### src/rtl/imem_loader.sv
// imem_loader: byte-stream program loader for the 4 KB instruction memory.
// Takes a 16-bit big-endian word count header, then assembles big-endian
// 32-bit words and writes them to consecutive IMem word addresses. The CPU
// is held in reset until the full image has been written.
module imem_loader #(
  parameter int unsigned ADDR_W    = 10,
  parameter int unsigned MAX_WORDS = 1024
) (
  input  logic              clk,
  input  logic              rst_n,
  input  logic              in_valid,
  input  logic [7:0]        in_data,
  output logic              in_ready,
  input  logic              reload,
  output logic              we,
  output logic [ADDR_W-1:0] waddr,
  output logic [31:0]       wdata,
  output logic [15:0]       words_loaded,
  output logic              done,
  output logic              error,
  output logic              cpu_rst_n
);

  typedef enum logic [2:0] {
    S_HDR_HI,
    S_HDR_LO,
    S_DATA,
    S_DONE,
    S_ERR
  } state_t;

  state_t              state_q, state_d;
  logic [15:0]         n_q, n_d;
  logic [23:0]         sh_q, sh_d;
  logic [1:0]          idx_q, idx_d;
  logic                we_q, we_d;
  logic [ADDR_W-1:0]   waddr_q, waddr_d;
  logic [31:0]         wdata_q, wdata_d;
  logic [15:0]         wl_q, wl_d;

  logic                xfer;
  logic [15:0]         n_full;
  logic                image_written;

  assign xfer          = in_valid & in_ready;
  assign n_full        = {n_q[15:8], in_data};
  // The last word's write pulse is the cycle in which the count reaches N.
  assign image_written = we_q && (wl_q == n_q);

  // FSM state register
  always_ff @(posedge clk or negedge rst_n) begin
    if (!rst_n) begin
      state_q <= S_HDR_HI;
    end else begin
      state_q <= state_d;
    end
  end

  // FSM next-state logic
  always_comb begin
    state_d = state_q;
    case (state_q)
      S_HDR_HI: begin
        if (xfer) state_d = S_HDR_LO;
      end
      S_HDR_LO: begin
        if (xfer) begin
          if (n_full == 16'd0) begin
            state_d = S_DONE;
          end else if ({16'd0, n_full} > MAX_WORDS) begin
            state_d = S_ERR;
          end else begin
            state_d = S_DATA;
          end
        end
      end
      S_DATA: begin
        if (image_written) state_d = S_DONE;
      end
      S_DONE, S_ERR: begin
        if (reload) state_d = S_HDR_HI;
      end
      default: state_d = S_HDR_HI;
    endcase
  end

  // FSM outputs decoded from the current state
  always_comb begin
    in_ready  = 1'b0;
    done      = 1'b0;
    error     = 1'b0;
    cpu_rst_n = 1'b0;
    case (state_q)
      S_HDR_HI, S_HDR_LO, S_DATA: in_ready = 1'b1;
      S_DONE: begin
        done      = 1'b1;
        cpu_rst_n = 1'b1;
      end
      S_ERR:   error = 1'b1;
      default: in_ready = 1'b0;
    endcase
  end

  // Datapath next values: header capture, word assembly and write issue
  always_comb begin
    n_d     = n_q;
    sh_d    = sh_q;
    idx_d   = idx_q;
    we_d    = 1'b0;
    waddr_d = waddr_q;
    wdata_d = wdata_q;
    wl_d    = wl_q;
    case (state_q)
      S_HDR_HI: begin
        if (xfer) n_d[15:8] = in_data;
      end
      S_HDR_LO: begin
        if (xfer) begin
          n_d   = n_full;
          idx_d = 2'd0;
          wl_d  = 16'd0;
        end
      end
      S_DATA: begin
        if (xfer) begin
          sh_d  = {sh_q[15:0], in_data};
          idx_d = idx_q + 2'd1;
          if (idx_q == 2'd3) begin
            we_d    = 1'b1;
            wdata_d = {sh_q, in_data};
            waddr_d = ADDR_W'(wl_q);
            wl_d    = wl_q + 16'd1;
          end
        end
      end
      S_DONE, S_ERR: begin
        if (reload) wl_d = 16'd0;
      end
      default: ;
    endcase
  end

  // Datapath registers
  always_ff @(posedge clk or negedge rst_n) begin
    if (!rst_n) begin
      n_q     <= '0;
      sh_q    <= '0;
      idx_q   <= '0;
      we_q    <= 1'b0;
      waddr_q <= '0;
      wdata_q <= '0;
      wl_q    <= '0;
    end else begin
      n_q     <= n_d;
      sh_q    <= sh_d;
      idx_q   <= idx_d;
      we_q    <= we_d;
      waddr_q <= waddr_d;
      wdata_q <= wdata_d;
      wl_q    <= wl_d;
    end
  end

  assign we           = we_q;
  assign waddr        = waddr_q;
  assign wdata        = wdata_q;
  assign words_loaded = wl_q;

endmodule

### config.mk
export PLATFORM = sky130hd
export DESIGN_NAME = imem_loader
export DESIGN_NICKNAME = d
export VERILOG_FILES = /design/src/rtl/imem_loader.sv
export SDC_FILE = /design/constraint.sdc
export NUM_CORES = 1
export LEC_CHECK = 0
export CAP_MARGIN = 10
export CELL_PAD_IN_SITES_DETAIL_PLACEMENT = 1
export CELL_PAD_IN_SITES_GLOBAL_PLACEMENT = 1
export CORE_ASPECT_RATIO = 0.9
export CORE_MARGIN = 2
export CORE_UTILIZATION = 35
export CTS_CLUSTER_DIAMETER = 100
export DETAILED_ROUTE_END_ITERATION = 10
export HOLD_SLACK_MARGIN = 0.1
export PLACE_DENSITY = 0.75
export SLEW_MARGIN = 20
export SYNTH_ARGS = -nofsm -noshare
export SYNTH_HDL_FRONTEND = slang
export SYNTH_SLANG_ARGS = --single-unit
### constraint.sdc
create_clock -name clk -period 2.6 [get_ports clk]
set_clock_uncertainty 0.2 [all_clocks]
set_input_delay 0.78 -clock clk [delete_from_list [all_inputs] [get_ports clk]]
set_output_delay 0.78 -clock clk [all_outputs]
set_load 0.005 [all_outputs]
## Word level (Yosys, flattened, before mapping)

Index checks and enable logic that the tools add are counted.

- Divide/modulo/power cells: 0
- Bitwise logic cells: 2
- $mul: 0
- Reductions and logical operators: 14
- Add/sub/neg operators: 2
- Muxes and demuxes: 23
- Equal/unequal tests: 12
- Shifts and indexed selects: 0
- $lt $le $gt $ge: 1

Operator list:

| kind | count |
|---|---|
| two-way mux 16 bit | 4 |
| one-hot mux 16 bit (3 select lines) | 1 |
| two-way mux 3 bit | 6 |
| adder 16 x 1 -> 16 bit (second input constant) | 1 |
| == test 16 bit | 1 |
| > comparator 16 x 11 -> 1 bit (second input constant) | 1 |
| logical NOT 16 bit | 1 |
| one-hot mux 8 bit (2 select lines) | 1 |
| != test 2 bit (second input constant) | 6 |
| one-hot mux 3 bit (4 select lines) | 1 |
| AND reduction 3 bit | 3 |
| two-way mux 8 bit | 1 |
| == test 3 x 2 -> 1 bit (second input constant) | 2 |
| two-way mux 1 bit | 6 |
| AND reduction 5 bit | 1 |
| two-way mux 2 bit | 2 |
| one-hot mux 2 bit (2 select lines) | 1 |
| AND reduction 2 bit | 2 |
| AND reduction 4 bit | 1 |
| == test 3 x 1 -> 1 bit (second input constant) | 1 |
| == test 3 bit (second input constant) | 1 |
| logical NOT 3 bit | 1 |
| nonzero test 3 bit | 1 |
| OR reduction 3 bit | 1 |
| other kinds (7) | 7 |

- Flip-flop bits (word level): 104
- Bits in latches: 0
- Bits in writable memories: 0
- ROM bits: 0
- Memories: 0
- Bits of input ports: 12
- Output and inout bits: 63
- Logic and storage cells: 63

## Logic depth before layout (Yosys ltp)

Gate-level depths: netlist of the first run.

- Depth after elaboration: 6
- Mapped depth: 8
- Depth with buffers taken out: 6

## Least setup slack after synthesis of the first run

OpenSTA, ideal clock, no wires.

- Path kind: input port to flip-flop
- Start: in in_valid
- End: reg wdata_q[10], in the netlist wdata[10]
- Arrival time: 1.917 ns
- Path slack: 0.359 ns
- Data required time: 2.275 ns
- Library setup time: 0.125 ns
- Path buffers: 3
- Stages: 6
- Cells stage by stage: clkbuf_2 -> and4_1 -> buf_4 -> nand2_2 -> buf_4 -> mux2_2

- Word-level cells in the longest chain between the ends: 2

Ends and longest elaborated chain:

| item | RTL line | text |
|---|---|---|
| from (decl) | 11 | `input logic in_valid,` |
| bitwise AND 1 bit | 45 | `assign xfer = in_valid & in_ready;` |
| AND reduction 3 bit (no line) | n/a |  |
| to (signal assigned) | 159 | `wdata_q <= wdata_d;` |
| to (decl) | 38 | `logic [31:0] wdata_q, wdata_d;` |

Every way passes these cells.
A chain may end at the register's enable or synchronous reset.

## Worst setup path in the final report of the first run

- Start: reg state_q[2]
- End: out cpu_rst_n

- Word-level cells in the longest chain between the ends: 2

Ends and longest elaborated chain:

| item | RTL line | text |
|---|---|---|
| from (decl) | 32 | `state_t state_q, state_d;` |
| from (signal assigned) | 55 | `state_q <= state_d;` |
| == test 3 x 2 -> 1 bit | 93 | `case (state_q)` |
| two-way mux 1 bit | 93 |  |
| to (decl) | 21 | `output logic cpu_rst_n` |

Every way passes these cells.

==> results_dict.tcl, run 1 <==
set metrics [dict create \
    initial_utilization_pct 35.91 \
    finalCritPeriodShare_pct 98.58 \
    crit_path_max_fanout 8 \
    yosysMostFrequentCell "dfrtp_1" \
    die_w_um 124.3 \
    hpwl_mm 7.967 \
    hold_violations 0 \
    drtAntennaViolNets 0 \
    crit_required_ns 1.62 \
    vias 3081 \
    dr.pass1.iters 4 \
    seq_area_frac_synth_pct 57.13 \
    cts_buffer_depth 2 \
    track_usage_pct 16.81 \
    initialDrtViolationCount 171 \
    synth_edf_count 0 \
    tightest_slew_ns 0.4840 \
    synthCells 343 \
    synthTopCellsByArea "dfrtp_1 57%, mux2_2 20%, xor2_1 4.8%, nor2_1 1.6%, o2111ai_1 1.5%" \
    fin_nets 457 \
    routedWlPerCell_um 18.38 \
    syn_avg_cell_area_um2 13.28 \
    ys_seq_elements 104 \
    fin_setup_tns_ns 0 \
    drt-total-wl_mm 11.25 \
    yosysTopAreaCellShare_pct 57.13 \
    grt_max_degree 37 \
    io_buffers 74 \
    reg2reg_to "words_loaded[14]" \
    place_area_mm2 0.005642 \
    finalSetupViolations 0 \
    synthToLayoutAreaGrowth_pct 32.52 \
    yosysTopAreaCell "dfrtp_1" \
    drv_slew 0 \
    cts_tree "yes" \
    timing.rr.start "state_q[0]" \
    place_inst 589 \
    grt_pass1_vias 3399 \
    vdd_drop_max_uv 365.0 \
    io_pins 75 \
    syn_area_mm2 0.004556 \
    cp.arrival_ns 1.58 \
    dieArea_mm2 0.01395 \
    maxCapViolations 0 \
    slew_headroom_pct 67.73 \
    fp.dieH_um 112.2 \
    max_clock_freq_ghz 0.3901 \
    cp-start-kind "flip-flop" \
    p_leak_nw 2.830 \
    postLayoutCellArea_mm2 0.006037 \
    cts_sinks 104 \
    pwr_density_cell_mw_per_mm2 784.0 \
    reg2reg_depth 6 \
    cp-startpoint "state_q[2]" \
    ys.flop_type "dfrtp_1" \
    ys_async_sr_fraction_pct 100.0 \
    viasPerCell 5.034 \
    endpoint_kind "output pin" \
    layout_min_cycle_time_ns 2.563 \
    syn_nets 357 \
    clk_pin_slew_ns 0.08 \
    numCtsBuffers 9 \
    finalNonFillerCells 612 \
    drc 0 \
    worstSetupPathType "reg -> out" \
    fill_cells 1325 \
    place.gp.congestion 0.7980 \
    drive_gt1_share_pct 32.81 \
    grt-ovfl-total 0 \
    root_buffer "clkbuf_16" \
    rows 39 \
    core-area_mm2 0.01269 \
    yosys-top-cells-count "104 x dfrtp_1, 82 x mux2_2, 25 x xor2_1, 20 x nor2_1, 12 x nand2_1" \
    cts_max_level 3 \
    reg2reg_slack_ns 0.45 \
    grt_pass1_wl_mm 18.60 \
    synth.distinct_cells 40 \
    clk_latency_ns 0.35 \
    antennaDiodeCount 0 \
    antenna_found_initial 0 \
    hp-class "in -> async" \
    ys_warn_count 0 \
    status "finished clean" \
]
-- sequential cells by signal, summed over array words and instances, names as in the netlist --
signal and cells:
words_loaded 16, n_q 16, state_q 3, sh_q 24
wdata 32, waddr 10, idx_q 2, we 1
-- per-layer routing --
metal / vias up / GRT usage (%) / wire [µm]
met5: - / 0 / 0
met4: 0 / 5.618 / 165
met3: 12 / 2.002 / 259
met2: 50 / 28.42 / 5588
met1: 1594 / 22.67 / 5237
li1: 1425 / - / -
-- final cells by class --
| cell class | count | area, µm² | share of cell area, % |
|---|---|---|---|
| clock buffer | 9 | 225.2 | 3.731 |
| clock inverter | 7 | 87.58 | 1.451 |
| inverter | 5 | 21.27 | 0.3523 |
| multi-input combinational | 214 | 1833 | 30.36 |
| sequential | 104 | 2604 | 43.13 |
| tap | 164 | 205.2 | 3.399 |
| timing repair buffer | 109 | 1061 | 17.58 |
-- worst max-delay path by stage --
stage                             to  slack (ns)  cells after the start
after global placement    state_q[1]       -0.18                      7
after CTS                      error       0.008                      4
after global routing       cpu_rst_n      -0.003                      3
final                      cpu_rst_n        0.04                      3
after detailed placement  state_q[1]       -0.20                      7
after floorplan            wdata[10]        0.36                      6
-- per-stage QoR --
stage,total power (W),setup WS (ns),hold WS [ns],utilization [%]
final,0.004733,0.03683,0.1937,47.58
after global routing,0.004994,-0.003246,0.2173,47.58
after CTS,0.004697,0.007697,0.2018,47.14
after detailed placement,0.003241,-0.2028,0.2731,44.47
after global placement,0.003169,-0.1819,0.2673,44.47
after floorplan,0.002857,0.3587,0.2710,-
-- power by group --
group	switching (W)	internal (W)
clock network	0.000657	0.000771
logic	0.000533	0.000616
registers	0.000250	0.00190
-- cell usage in the layout (no fill, tap or decap), types with 2 or more instances in the layout --
master | Yosys | final
and3_1 | 6 | 5
a21oi_1 | 5 | 5
clkbuf_16 | 0 | 9
o31a_1 | 2 | 2
nand2_2 | 1 | 2
inv_1 | 4 | 4
o21ai_0 | 7 | 7
xnor2_1 | 2 | 2
mux2_2 | 82 | 82
or3_1 | 3 | 3
nand2_1 | 12 | 11
nor4_1 | 6 | 5
buf_12 | 0 | 4
xor2_1 | 25 | 25
buf_6 | 1 | 2
nand3_1 | 5 | 5
o2111ai_1 | 8 | 8
buf_4 | 7 | 30
clkinvlp_4 | 0 | 2
nor3_1 | 5 | 5
inv_8 | 0 | 3
a22o_1 | 6 | 6
nor2_1 | 20 | 19
ha_1 | 2 | 2
clkdlybuf4s50_1 | 0 | 72
dfrtp_1 | 104 | 103
o211ai_1 | 3 | 3
-- worst max-delay path: stages, from the launching register on --
cell and delay, ns:
dfrtp_2 0.46, inv_4 0.11, and3_4 0.18, clkdlybuf4s50_1 0.49
-- cell families after synthesis --
family	share of synthesized area, %
adders and majority gates	0.5492
buffers and inverters	2.993
DFF	57.13
muxes	20.74
AOI/OAI and AO/OA	6.290
xor gates and xnor gates	5.191
and+or+nand+nor	7.113
-- timing repair --
action | CTS | global route
endpoints found under the setup margin | 4 | 6
hold buffers | 0 | 0
buffers inserted | 3 | 4
pin swaps | 0 | 3
gates resized for setup | 2 | 7
No activity file was read; power rests on OpenSTA's default activity.
==> run 2: changes to the inputs <==
--- a/config.mk
+++ b/config.mk
@@ -10,11 +10,11 @@
 export CELL_PAD_IN_SITES_GLOBAL_PLACEMENT = 1
 export CORE_ASPECT_RATIO = 0.9
 export CORE_MARGIN = 2
-export CORE_UTILIZATION = 35
+export CORE_UTILIZATION = 30
 export CTS_CLUSTER_DIAMETER = 100
 export DETAILED_ROUTE_END_ITERATION = 10
 export HOLD_SLACK_MARGIN = 0.1
-export PLACE_DENSITY = 0.75
+export PLACE_DENSITY = 0.67
 export SLEW_MARGIN = 20
 export SYNTH_ARGS = -nofsm -noshare
 export SYNTH_HDL_FRONTEND = slang
==> constraint.sdc (replaced) <==
create_clock -name clk -period 2.62 [get_ports clk]
set_clock_uncertainty 0.2 [all_clocks]
set_input_delay 0.786 -clock clk [delete_from_list [all_inputs] [get_ports clk]]
set_output_delay 0.786 -clock clk [all_outputs]
set_load 0.005 [all_outputs]
==> results_dict.tcl, run 2 (synthesis results as in run 1) <==
set metrics [dict create \
    hpwl_mm 8.360 \
    grt_max_degree 37 \
    tightest_slew_ns 0.5302 \
    cts_max_level 3 \
    antennaDiodeCount 0 \
    layout_min_cycle_time_ns 2.542 \
    p_sw_w 0.001411 \
    crit_required_ns 1.63 \
    rows 42 \
    place_area_mm2 0.005692 \
    vias 3113 \
    root_buffer "clkbuf_16" \
    postLayoutCellArea_mm2 0.006063 \
    clk_pin_slew_ns 0.08 \
    drtAntennaViolNets 0 \
    holdWs_ns 0.2066 \
    p_seq_share_pct 46.3 \
    layout_common_cells "102 x dfrtp_1, 82 x mux2_2, 72 x clkdlybuf4s50_1" \
    fp.dieH_um 120.9 \
    place.gp.congestion 0.7860 \
    die_w_um 133.9 \
    io_pins 75 \
    p_leak_nw 2.822 \
    hp-class "in -> async" \
    grt_pass1_wl_mm 18.62 \
    crit_path_max_incr_delay_ns 0.50 \
    drv_slew 0 \
    io_buffers 74 \
    grt_pass1_vias 3375 \
    swShare_pct 30.38 \
    routedWlPerCell_um 18.12 \
    fin_nets 456 \
    finalSetupViolations 0 \
    cp_slowest_cell "clkdlybuf4s50_1" \
    synthToLayoutAreaGrowth_pct 33.10 \
    drive_gt1_share_pct 32.66 \
    numCtsBuffers 9 \
    maxCapViolations 0 \
    cp-start-kind "flip-flop" \
    crit_path_max_fanout 5 \
    core-area_mm2 0.01477 \
    fill_cells 1533 \
    p_comb_share_pct 23.8 \
    p_int_w 0.003233 \
    largest_reg_flops 32 \
    endpoint_kind "output pin" \
    initial_utilization_pct 30.85 \
    antenna_found_initial 0 \
    track_usage_pct 15.04 \
    status "finished clean" \
    finalCritPeriodShare_pct 97.03 \
    cp.arrival_ns 1.56 \
    fin_setup_tns_ns 0 \
    slew_headroom_pct 64.65 \
    worstSetupPathType "reg -> out" \
    drc 0 \
    rsz0062_at_grt "false" \
    cts_tree "yes" \
    power_frac_clock_pct 30.0 \
    pwr_density_cell_mw_per_mm2 765.8 \
    hold_violations 0 \
    drt-total-wl_mm 11.69 \
    initialDrtViolationCount 176 \
    vdd_drop_max_uv 414.8 \
    grt-ovfl-total 0 \
    cp_cell_sequence "inv_4, and3_4, clkdlybuf4s50_1" \
    viasPerCell 4.826 \
    final_common_cell "dfrtp_1" \
    clk_latency_ns 0.35 \
    max_clock_freq_ghz 0.3934 \
    reg2reg_depth 7 \
    cts_buffer_depth 2 \
    cts_sinks 104 \
    dieArea_mm2 0.01619 \
    dr.pass1.iters 4 \
]
[run 2: final cells by class]
class / instances / area [µm²] / area share [%]
clock buffers: 10 / 229.0 / 3.776
clock inverters: 6 / 75.07 / 1.238
inverters: 5 / 21.27 / 0.3508
multi-input cells: 214 / 1839 / 30.33
flip-flops and latches: 104 / 2605 / 42.96
well taps: 198 / 247.7 / 4.086
repair buffers: 108 / 1046 / 17.25
[run 2: worst max-delay path: cells and delay by family (launching register included)]
kind,cells,cell delay [ns]
buffers and inverters,2,0.58
DFF,1,0.46
and+or+nand+nor,1,0.17
[run 2: path summary, 6_finish.rpt]
path	slack, ns	startpoint	endpoint
min in group clk	0.31	waddr[8]	waddr[8]
min	0.21	rst_n	words_loaded[10]
min reg2reg	0.31	waddr[8]	waddr[8]
max	0.08	state_q[2]	cpu_rst_n
max in group asynchronous	1.42	rst_n	n_q[13]
max reg2reg	0.41	state_q[0]	words_loaded[15]
[run 2: metal layers]
metal / global-route usage (%) / part of all wire (%) / vias to the layer above
li1: - / - / 1425
met1: 19.46 / 45 / 1628
met2: 25.35 / 51 / 50
met3: 3.342 / 3.1 / 10
met4: 4.388 / 1.2 / 0
met5: 0 / 0 / -
[run 2: power by group through the flow]
stage / Clock [W] / Sequential [W] / Combinational, W
3_3_place_gp: 0 / 0.00215 / 0.000999
2_1_floorplan: 0 / 0.00207 / 0.000765
5_1_grt: 0.00149 / 0.00219 / 0.00122
6_report: 0.00139 / 0.00215 / 0.00110
3_5_place_dp: 0 / 0.00217 / 0.00105
4_1_cts: 0.00143 / 0.00214 / 0.00108
[run 2: what timing repair did]
action	in CTS	in global routing
resized for setup	2	7
setup endpoints to repair	4	4
hold buffers	0	0
buffers inserted	2	3
pin swaps	0	0
hold endpoints to repair	0	0
[run 2: stage by stage]
| step | setup slack, ns | std cells | total power [W] | util (%) |
|---|---|---|---|---|
| global route | 0.02671 | 645 | 0.004906 | 41.06 |
| global placement | -0.2037 | 624 | 0.003153 | 38.54 |
| finish | 0.07791 | 645 | 0.004643 | 41.06 |
| floorplan | 0.3727 | 343 | 0.002835 | - |
| detailed placement | -0.2536 | 624 | 0.003215 | 38.54 |
| CTS | 0.003037 | 642 | 0.004643 | 40.73 |
==> run 3: changes to the inputs <==
--- a/config.mk
+++ b/config.mk
@@ -8,13 +8,12 @@
 export CAP_MARGIN = 10
 export CELL_PAD_IN_SITES_DETAIL_PLACEMENT = 1
 export CELL_PAD_IN_SITES_GLOBAL_PLACEMENT = 1
-export CORE_ASPECT_RATIO = 0.9
-export CORE_MARGIN = 2
+export CORE_ASPECT_RATIO = 0.7
 export CORE_UTILIZATION = 30
 export CTS_CLUSTER_DIAMETER = 100
 export DETAILED_ROUTE_END_ITERATION = 10
 export HOLD_SLACK_MARGIN = 0.1
-export PLACE_DENSITY = 0.67
+export PLACE_DENSITY = 0.64
 export SLEW_MARGIN = 20
 export SYNTH_ARGS = -nofsm -noshare
 export SYNTH_HDL_FRONTEND = slang
==> results_dict.tcl, run 3 (synthesis results as in run 1) <==
set metrics [dict create \
    final_common_cell "dfrtp_1" \
    root_buffer "clkbuf_16" \
    cts_max_level 3 \
    layout_min_cycle_time_ns 2.561 \
    crit_required_ns 1.63 \
    hpwl_mm 7.988 \
    track_usage_pct 15.73 \
    viasPerCell 4.837 \
    grt_pass1_vias 3362 \
    finalSetupViolations 0 \
    cts_sinks 104 \
    drt-total-wl_mm 11.33 \
    crit_path_max_fanout 6 \
    vias 3110 \
    numCtsBuffers 9 \
    layout_common_cells "103 x dfrtp_1, 82 x mux2_2, 73 x clkdlybuf4s50_1" \
    rows 37 \
    routedWlPerCell_um 17.61 \
    fin_util_pct 41.00 \
    initial_utilization_pct 30.85 \
    grt-ovfl-total 0 \
    cts_buffer_depth 2 \
    antennaDiodeCount 0 \
    vdd_drop_max_uv 376.3 \
    initialDrtViolationCount 123 \
    tightest_slew_ns 0.4447 \
    slew_headroom_pct 70.08 \
    fp.dieH_um 105.1 \
    place_inst 622 \
    status "finished clean" \
    grt_max_degree 33 \
    fill_cells 1551 \
    cts_tree "yes" \
    drc 0 \
    hold_violations 0 \
    cp.arrival_ns 1.57 \
    clk_pin_slew_ns 0.08 \
    die_w_um 149.3 \
    antenna_found_initial 0 \
    finalCritPeriodShare_pct 97.74 \
    largest_reg_flops 32 \
    pwr_density_cell_mw_per_mm2 763.1 \
    rsz0062_at_grt "true" \
    drive_gt1_share_pct 32.14 \
    core-area_mm2 0.01477 \
    endpoint_kind "output pin" \
    dr.pass1.iters 4 \
    place.gp.congestion 0.8004 \
    drtAntennaViolNets 0 \
    p_leak_nw 2.819 \
    synthToLayoutAreaGrowth_pct 32.90 \
    clk_latency_ns 0.35 \
    max_clock_freq_ghz 0.3905 \
    io_buffers 74 \
    hp-class "reg -> reg" \
    finalNonFillerCells 643 \
    total_power_w 0.004620 \
    drv_slew 0 \
    worstSetupPathType "reg -> out" \
    grt_pass1_wl_mm 18.86 \
    fin_nets 457 \
    dieArea_mm2 0.01569 \
    cp-start-kind "flip-flop" \
    io_pins 75 \
    maxCapViolations 0 \
]
-- run 3: layout make-up --
| type | instances | area, µm² | area share, % |
|---|---|---|---|
| Inverter | 5 | 21.27 | 0.3513 |
| Sequential cell | 104 | 2604 | 43.00 |
| Clock inverter | 7 | 72.57 | 1.199 |
| Multi-Input combinational cell | 214 | 1822 | 30.09 |
| Tap cell | 195 | 244.0 | 4.030 |
| Timing Repair Buffer | 109 | 1066 | 17.61 |
| Clock buffer | 9 | 225.2 | 3.720 |
-- run 3: final timing paths --
path,from,end,slack (ns),cells after the start
worst min-delay path,waddr[7],waddr[7],0.29,2
worst max-delay path,state_q[2],in_ready,0.06,2
worst min register to register,waddr[7],waddr[7],0.29,2
max in group asynchronous,rst_n,state_q[2],0.85,3
min in group asynchronous,rst_n,sh_q[18],0.63,2
worst max register to register,words_loaded[3],words_loaded[14],0.42,5
-- run 3: through the flow --
stage	cell area (µm²)	setup WS, ns	setup TNS, ns	hold slack (ns)
floorplan	4556	0.3727	0	0.2710
detailed placement	5708	-0.1774	-3.502	0.2741
finish	6055	0.05918	0	0.2888
global route	6055	-0.02508	-0.03413	0.3288
CTS	6027	0.01873	0	0.2919
global placement	5708	-0.1664	-3.195	0.2726
-- run 3: repair_timing --
action	4_1_cts	5_1_grt
hold endpoints to repair	9	0
gates resized for setup	2	2
setup endpoints to repair	4	4
setup buffers	1	3
pin swaps	0	0
gates cloned	0	0
hold buffers	1	0
-- run 3: power by group --
group | switching, W | total [W] | internal, W | leakage [nW]
Clock | 0.000667 | 0.00134 | 0.000674 | 0.147
Combinational | 0.000523 | 0.00114 | 0.000618 | 1.26
Sequential | 0.000249 | 0.00214 | 0.00189 | 1.41
Total | 0.00144 | 0.00462 | 0.00318 | 2.82
-- run 3: per-layer routing --
layer  share of wire, %  vias to the layer above  track usage [%]
li1                   -                     1430                -
met1                 50                     1614            22.59
met2                 46                       53            23.39
met3                2.9                       13            3.668
met4                1.2                        0            4.592
met5                  0                        -                0
-- run 3: critical path, cell delays in order, from the launching register on --
cell and delay [ns]:
dfrtp_2 0.47, a21oi_1 0.22, clkdlybuf4s50_1 0.54
